--- config.mk ---
export PLATFORM = sky130hd
export DESIGN_NAME = serial_adder_flat
export DESIGN_NICKNAME = d
export VERILOG_FILES = /design/src/rtl/serial_adder_pkg.sv /design/src/rtl/serial_adder_if.sv /design/src/rtl/serial_adder_full_adder_cell.sv /design/src/rtl/serial_adder.sv /design/src/flat_wrapper.sv
export SDC_FILE = /design/constraint.sdc
export NUM_CORES = 1
export LEC_CHECK = 0
export ABC_AREA = 0
export BUFFER_PORTS_ARGS = -buffer_cell sky130_fd_sc_hd__clkbuf_2
export CORE_MARGIN = 4
export CORE_UTILIZATION = 25
export DETAILED_ROUTE_END_ITERATION = 10
export PLACE_DENSITY = 0.48
export SLEW_MARGIN = 20
export SYNTH_ARGS = -nofsm -noshare
export SYNTH_HDL_FRONTEND = slang
export SYNTH_SLANG_ARGS = --single-unit
--- constraint.sdc ---
create_clock -name clk -period 5.3 [get_ports clk]
set_input_delay 0.53 -clock clk [delete_from_list [all_inputs] [get_ports clk]]
set_output_delay 0.53 -clock clk [all_outputs]
set_load 0.01 [all_outputs]
--- src/rtl/serial_adder_pkg.sv ---
// Shared types and helpers for the bit-serial adder.
// The build macro SERIAL_ADDER_SUB_EN (see serial_adder.sv) needs nothing from this package.
package serial_adder_pkg;

  typedef enum logic [1:0] {
    IDLE = 2'd0,
    RUN  = 2'd1,
    DONE = 2'd2
  } state_t;

  // Bit counter width. A one-bit adder still keeps a one-bit counter, so the
  // width never collapses to zero.
  function automatic int cnt_w(input int width);
    return (width > 1) ? $clog2(width) : 1;
  endfunction

endpackage

--- src/rtl/serial_adder_if.sv ---
// Start/busy/done handshake and operand/result bus for serial_adder.
// With SERIAL_ADDER_SUB_EN defined, the bus also carries the subtract select.
interface serial_adder_if #(
  parameter int WIDTH = 8
);
  logic             start;
  logic [WIDTH-1:0] a;
  logic [WIDTH-1:0] b;
  logic             cin;
`ifdef SERIAL_ADDER_SUB_EN
  logic             sub;
`endif
  logic             busy;
  logic             done;
  logic [WIDTH-1:0] sum;
  logic             cout;
  logic             ovf;

`ifdef SERIAL_ADDER_SUB_EN
  modport master (output start, a, b, cin, sub, input busy, done, sum, cout, ovf);
  modport slave  (input start, a, b, cin, sub, output busy, done, sum, cout, ovf);
`else
  modport master (output start, a, b, cin, input busy, done, sum, cout, ovf);
  modport slave  (input start, a, b, cin, output busy, done, sum, cout, ovf);
`endif

endinterface

--- src/rtl/serial_adder_full_adder_cell.sv ---
// Single combinational full-adder cell, shared by every bit position of the
// serial adder.
module full_adder_cell (
  input  logic x,
  input  logic y,
  input  logic ci,
  output logic s,
  output logic co
);

  assign s  = x ^ y ^ ci;
  assign co = (x & y) | (x & ci) | (y & ci);

endmodule

--- src/rtl/serial_adder.sv ---
// Bit-serial adder: one full-adder cell and a carry flop process the operands
// LSB first, one bit per clock, behind a start/busy/done handshake.
// Build option: define SERIAL_ADDER_SUB_EN to add the subtract select
// (a - b - cin computed as a + ~b with initial carry ~cin).
module serial_adder
  import serial_adder_pkg::*;
#(
  parameter int WIDTH = 8
) (
  input  logic           clk,
  input  logic           rst_n,
  serial_adder_if.slave  bus
);

  localparam int               CNT_W    = cnt_w(WIDTH);
  localparam logic [CNT_W-1:0] CNT_LAST = CNT_W'(WIDTH - 1);

  state_t           state_q, state_d;
  logic [CNT_W-1:0] cnt_q, cnt_d;
  logic             carry_q, carry_d;
  logic [WIDTH-1:0] sum_q, sum_d;
  logic             cout_q, cout_d;
  logic             ovf_q, ovf_d;
  logic [WIDTH-1:0] a_sh_q, a_sh_d;
  logic [WIDTH-1:0] b_sh_q, b_sh_d;
  logic [WIDTH-1:0] s_sh_q, s_sh_d;

  logic             load;
  logic             sub_in;
  logic             fa_s;
  logic             fa_co;

`ifdef SERIAL_ADDER_SUB_EN
  assign sub_in = bus.sub;
`else
  assign sub_in = 1'b0;
`endif

  full_adder_cell u_fa (
    .x  (a_sh_q[0]),
    .y  (b_sh_q[0]),
    .ci (carry_q),
    .s  (fa_s),
    .co (fa_co)
  );

  // Next-state and datapath: accept start in IDLE/DONE, then one bit per RUN cycle.
  always_comb begin
    state_d = state_q;
    cnt_d   = cnt_q;
    carry_d = carry_q;
    sum_d   = sum_q;
    cout_d  = cout_q;
    ovf_d   = ovf_q;
    a_sh_d  = a_sh_q;
    b_sh_d  = b_sh_q;
    s_sh_d  = s_sh_q;
    load    = 1'b0;

    case (state_q)
      IDLE: begin
        if (bus.start) begin
          load    = 1'b1;
          state_d = RUN;
        end
      end
      RUN: begin
        // New bit enters at the MSB so the finished word ends up LSB-aligned.
        s_sh_d  = (s_sh_q >> 1) | (WIDTH'(fa_s) << (WIDTH - 1));
        a_sh_d  = a_sh_q >> 1;
        b_sh_d  = b_sh_q >> 1;
        carry_d = fa_co;
        if (cnt_q == CNT_LAST) begin
          sum_d   = s_sh_d;
          cout_d  = fa_co;
          // carry_q is the carry into the MSB at this point
          ovf_d   = carry_q ^ fa_co;
          state_d = DONE;
        end else begin
          cnt_d = cnt_q + CNT_W'(1);
        end
      end
      DONE: begin
        if (bus.start) begin
          load    = 1'b1;
          state_d = RUN;
        end else begin
          state_d = IDLE;
        end
      end
      default: state_d = IDLE;
    endcase

    // Subtraction reuses the adder: invert b and the incoming carry.
    if (load) begin
      a_sh_d  = bus.a;
      b_sh_d  = sub_in ? ~bus.b : bus.b;
      carry_d = bus.cin ^ sub_in;
      cnt_d   = '0;
    end
  end

  // Control state and visible results, cleared by the asynchronous reset.
  always_ff @(posedge clk or negedge rst_n) begin
    if (!rst_n) begin
      state_q <= IDLE;
      cnt_q   <= '0;
      carry_q <= 1'b0;
      sum_q   <= '0;
      cout_q  <= 1'b0;
      ovf_q   <= 1'b0;
    end else begin
      state_q <= state_d;
      cnt_q   <= cnt_d;
      carry_q <= carry_d;
      sum_q   <= sum_d;
      cout_q  <= cout_d;
      ovf_q   <= ovf_d;
    end
  end

  // Operand and partial-sum shift registers; always reloaded before use, so no reset.
  always_ff @(posedge clk) begin
    a_sh_q <= a_sh_d;
    b_sh_q <= b_sh_d;
    s_sh_q <= s_sh_d;
  end

  assign bus.busy = (state_q == RUN);
  assign bus.done = (state_q == DONE);
  assign bus.sum  = sum_q;
  assign bus.cout = cout_q;
  assign bus.ovf  = ovf_q;

endmodule
--- src/flat_wrapper.sv ---
// flat-port wrapper written by rule: the top's interface ports become plain ports
module serial_adder_flat import serial_adder_pkg::*;
#(
  parameter int WIDTH = 8
)
  (clk, rst_n, bus_start, bus_a, bus_b, bus_cin, bus_busy, bus_done, bus_sum, bus_cout, bus_ovf);
  serial_adder_if #(.WIDTH(WIDTH)) bus_i ();
  input  logic clk;
  input  logic rst_n;
  input wire logic [$bits(bus_i.start)-1:0] bus_start;
  input wire logic [$bits(bus_i.a)-1:0] bus_a;
  input wire logic [$bits(bus_i.b)-1:0] bus_b;
  input wire logic [$bits(bus_i.cin)-1:0] bus_cin;
  output wire logic [$bits(bus_i.busy)-1:0] bus_busy;
  output wire logic [$bits(bus_i.done)-1:0] bus_done;
  output wire logic [$bits(bus_i.sum)-1:0] bus_sum;
  output wire logic [$bits(bus_i.cout)-1:0] bus_cout;
  output wire logic [$bits(bus_i.ovf)-1:0] bus_ovf;
  assign bus_i.start = bus_start;
  assign bus_i.a = bus_a;
  assign bus_i.b = bus_b;
  assign bus_i.cin = bus_cin;
  assign bus_busy = bus_i.busy;
  assign bus_done = bus_i.done;
  assign bus_sum = bus_i.sum;
  assign bus_cout = bus_i.cout;
  assign bus_ovf = bus_i.ovf;
  serial_adder #(.WIDTH(WIDTH)) u_core (.clk(clk), .rst_n(rst_n), .bus(bus_i));
endmodule
==> flow_metrics.env <==
export IMPL_cts_root_buf="clkbuf_8"
export IMPL_critPathRequiredTime_ns=4.77
export IMPL_ys_seq_elements=39
export IMPL_syn2layout_area_growth_pct=18.22
export IMPL_syn_area_um2=1628
export IMPL_max_stage_delay_ns=0.55
export IMPL_layout_worst_path_cycle_share_pct=41.43
export IMPL_gr_total_overflow=0
export IMPL_final_layout_size_suffix_gt1_share_pct=45.86
export IMPL_finalSetupViolCount=0
export IMPL_dr_pass1_iters=2
export IMPL_hp_class="input pin to async pin"
export IMPL_die_y_um=88.69
export IMPL_skew_ns=0.007705
export IMPL_synth_area_top_cells="edfxtp_1, dfrtp_1, mux2_2"
export IMPL_cts_sinks=39
export IMPL_timing_fmax_mhz=455.4
export IMPL_slowest_stage="nor2_1"
export IMPL_synth_edf_count=23
export IMPL_use_met2_pct=11.54
export IMPL_hold_violations=0
export IMPL_crit_path_start_kind="register"
export IMPL_grt_pass1_wl_um=4774
export IMPL_fin_crit_ns=2.196
export IMPL_powerDensity_nw_per_um2=591.8
export IMPL_grt_setup_unrepaired="no"
export IMPL_timing_setup_tns_ns=0
export IMPL_vdd_drop_max_v=0.0002157
export IMPL_crit_start="u_core.state_q[0]$_DFFE_PN0P_"
export IMPL_pre_cts_ws_ns=3.270
export IMPL_fp_dieW_um=88.69
export IMPL_path_buf_inv=2
export IMPL_ys_seq_area_share_pct=67.03
export IMPL_drt_total_wl_um=2727
export IMPL_outcome="finished, final reports clean"
export IMPL_vias_per_cell=4.243
export IMPL_diodes=0
export IMPL_dr_first_iter_drc_count=27
export IMPL_synthFlopType="edfxtp_1"
export IMPL_crit_fanout=8
export IMPL_synth_top_cell_area_share_pct=42.43
export IMPL_post_cts_buffers=0
export IMPL_yosysWarnings=0
export IMPL_htree_num_levels=2
export IMPL_ant_nets=0
export IMPL_layout_setup_ws_ns=3.104
export IMPL_yosysTopAreaCell="edfxtp_1"
export IMPL_fillers=634
export IMPL_antenna_found_initial=0
export IMPL_placed_area_um2=1844
export IMPL_grt_busiest_layer="met2"
export IMPL_yosys_top_cells_count="edfxtp_1, dfrtp_1, mux2_2"
export IMPL_worstPathArrival_ns=1.67
export IMPL_row_count=29
export IMPL_clock_latency_ns=0.28
export IMPL_ctsHoldBuffers=0
export IMPL_grt_use_met3_pct=3.538
export IMPL_synth_cells=96
export IMPL_place_congestion=0.7111
export IMPL_initial_core_util_pct=25.64
export IMPL_final_util_pct=30.31
export IMPL_core_um2=6350
export IMPL_slew_headroom_pct=39.48
export IMPL_grt_pass1_vias=1007
export IMPL_clockBufferDepth=2
export IMPL_leakagePower_nw=0.8639
export IMPL_worstMarginPinSlew_ns=0.9078
export IMPL_synth_distinct_cells=21
export IMPL_grt_max_degree=18
export IMPL_port_buffers=31
export IMPL_route_detailed_drc=0
export IMPL_design_die_area_um2=7866
export IMPL_use_met1_pct=11.00
export IMPL_r2r_start="u_core.state_q[0]$_DFFE_PN0P_"
export IMPL_routedWlPerCell_um=12.99
export IMPL_dp_hpwl_um=1961
export IMPL_drv_cap=0
export IMPL_cts_tree="done"
export IMPL_path_cells="inv_1, nor2_1, clkbuf_2"
export IMPL_syn_nets=119
export IMPL_vias=891
export IMPL_cts_resized=0
export IMPL_clk_pin_slew_ns=0.07
export IMPL_grt_usage_pct=8.015
export IMPL_critical_path_class="register to primary output"
export IMPL_synth_most_common_cell="edfxtp_1"
export IMPL_cts_buffers=5
export IMPL_fin_area_um2=1924
export IMPL_critPathCaptureType="primary output"
export IMPL_synthArstFlopShare_pct=41.03
export IMPL_final_nets=155
export IMPL_slew_violations=0
export IMPL_avgSynthCellArea_um2=16.96
export IMPL_ios=32
export IMPL_cpLargestDelayFamily="simple AND/OR/NAND/NOR gates"
per-layer routing:
| layer | share of wire [%] | routed length [µm] |
|---|---|---|
| met1 | 48 | 1298 |
| met2 | 43 | 1186 |
| met3 | 8.3 | 226 |
| met4 | 0.62 | 17 |
| met5 | 0 | 0 |
worst paths after layout:
check / endpoint / slack, ns / cells after the start
worst max register to register: u_core.a_sh_q[0]$_DFFE_PP_ / 3.42 / 3
worst min register to register: u_core.s_sh_q[4]$_DFFE_PP_ / 0.45 / 0
min in group clk: u_core.s_sh_q[4]$_DFFE_PP_ / 0.45 / 0
worst min-delay path: u_core.cnt_q[1]$_DFFE_PN0P_ / 0.17 / 1
worst max-delay path: bus_busy / 3.10 / 3
max in group asynchronous: u_core.cnt_q[2]$_DFFE_PN0P_ / 4.83 / 1
power by group:
part	switching [mW]	leakage [nW]	internal, mW
Clock	0.0937	0.0395	0.0935
Sequential	0.0732	0.432	0.525
Combinational	0.166	0.393	0.187
flip-flops by register name, summed over array words and instances (netlist names):
signal,cells
u_core.state_q,2
u_core.bus.ovf,1
u_core.a_sh_q,8
u_core.bus.sum,8
u_core.cnt_q,3
u_core.s_sh_q,7
u_core.carry_q,1
u_core.b_sh_q,8
u_core.bus.cout,1
layout by cell type (no fill, tap or decap), drive strengths merged:
| cell type | synthesis | routed |
|---|---|---|
| clkbuf | 0 | 39 |
| nand2b | 1 | 1 |
| and2b | 1 | 1 |
| inv | 2 | 2 |
| xnor2 | 1 | 1 |
| nand2 | 6 | 6 |
| a21oi | 1 | 1 |
| a211oi | 1 | 1 |
| edfxtp | 23 | 23 |
| nand3b | 1 | 1 |
| mux2i | 4 | 4 |
| o21ai | 4 | 4 |
| ha | 2 | 2 |
| nor2 | 3 | 3 |
| buf | 3 | 1 |
| fa | 1 | 1 |
| and3 | 2 | 2 |
| dfrtp | 16 | 16 |
| mux2 | 23 | 23 |
| nor2b | 1 | 1 |
final cells by class:
| type | count | area, µm² | area share, % |
|---|---|---|---|
| Tap cell | 77 | 96.34 | 5.006 |
| Clock buffer | 8 | 80.08 | 4.161 |
| Timing Repair Buffer | 32 | 162.7 | 8.453 |
| Multi-Input combinational cell | 52 | 486.7 | 25.29 |
| Sequential cell | 39 | 1091 | 56.70 |
| Inverter | 2 | 7.507 | 0.3901 |
metrics by stage:
stage / total power [mW] / std cells / hold slack [ns]
3_3_place_gp: 0.9558 / 202 / 0.4359
2_1_floorplan: 0.8519 / 96 / 0.2344
4_1_cts: 1.163 / 210 / 0.1744
3_5_place_dp: 0.9685 / 202 / 0.4393
6_report: 1.139 / 210 / 0.1699
5_1_grt: 1.235 / 210 / 0.2007
worst reg2reg max path: stages (launching register included):
cell and delay (ns):
dfrtp_1 0.45, nand2b_1 0.59, o21ai_1 0.25, buf_4 0.28
cells by family after synthesis:
family | synth area share [%]
buffers and inverters | 3.075
AND/OR/NAND/NOR | 4.612
adder cells (fa/ha/maj) | 2.767
AO/OA/AOI/OAI | 1.998
multiplexers | 19.98
flip-flops | 67.02
XOR/XNOR | 0.5381
(Power assumes the default switching activity.)
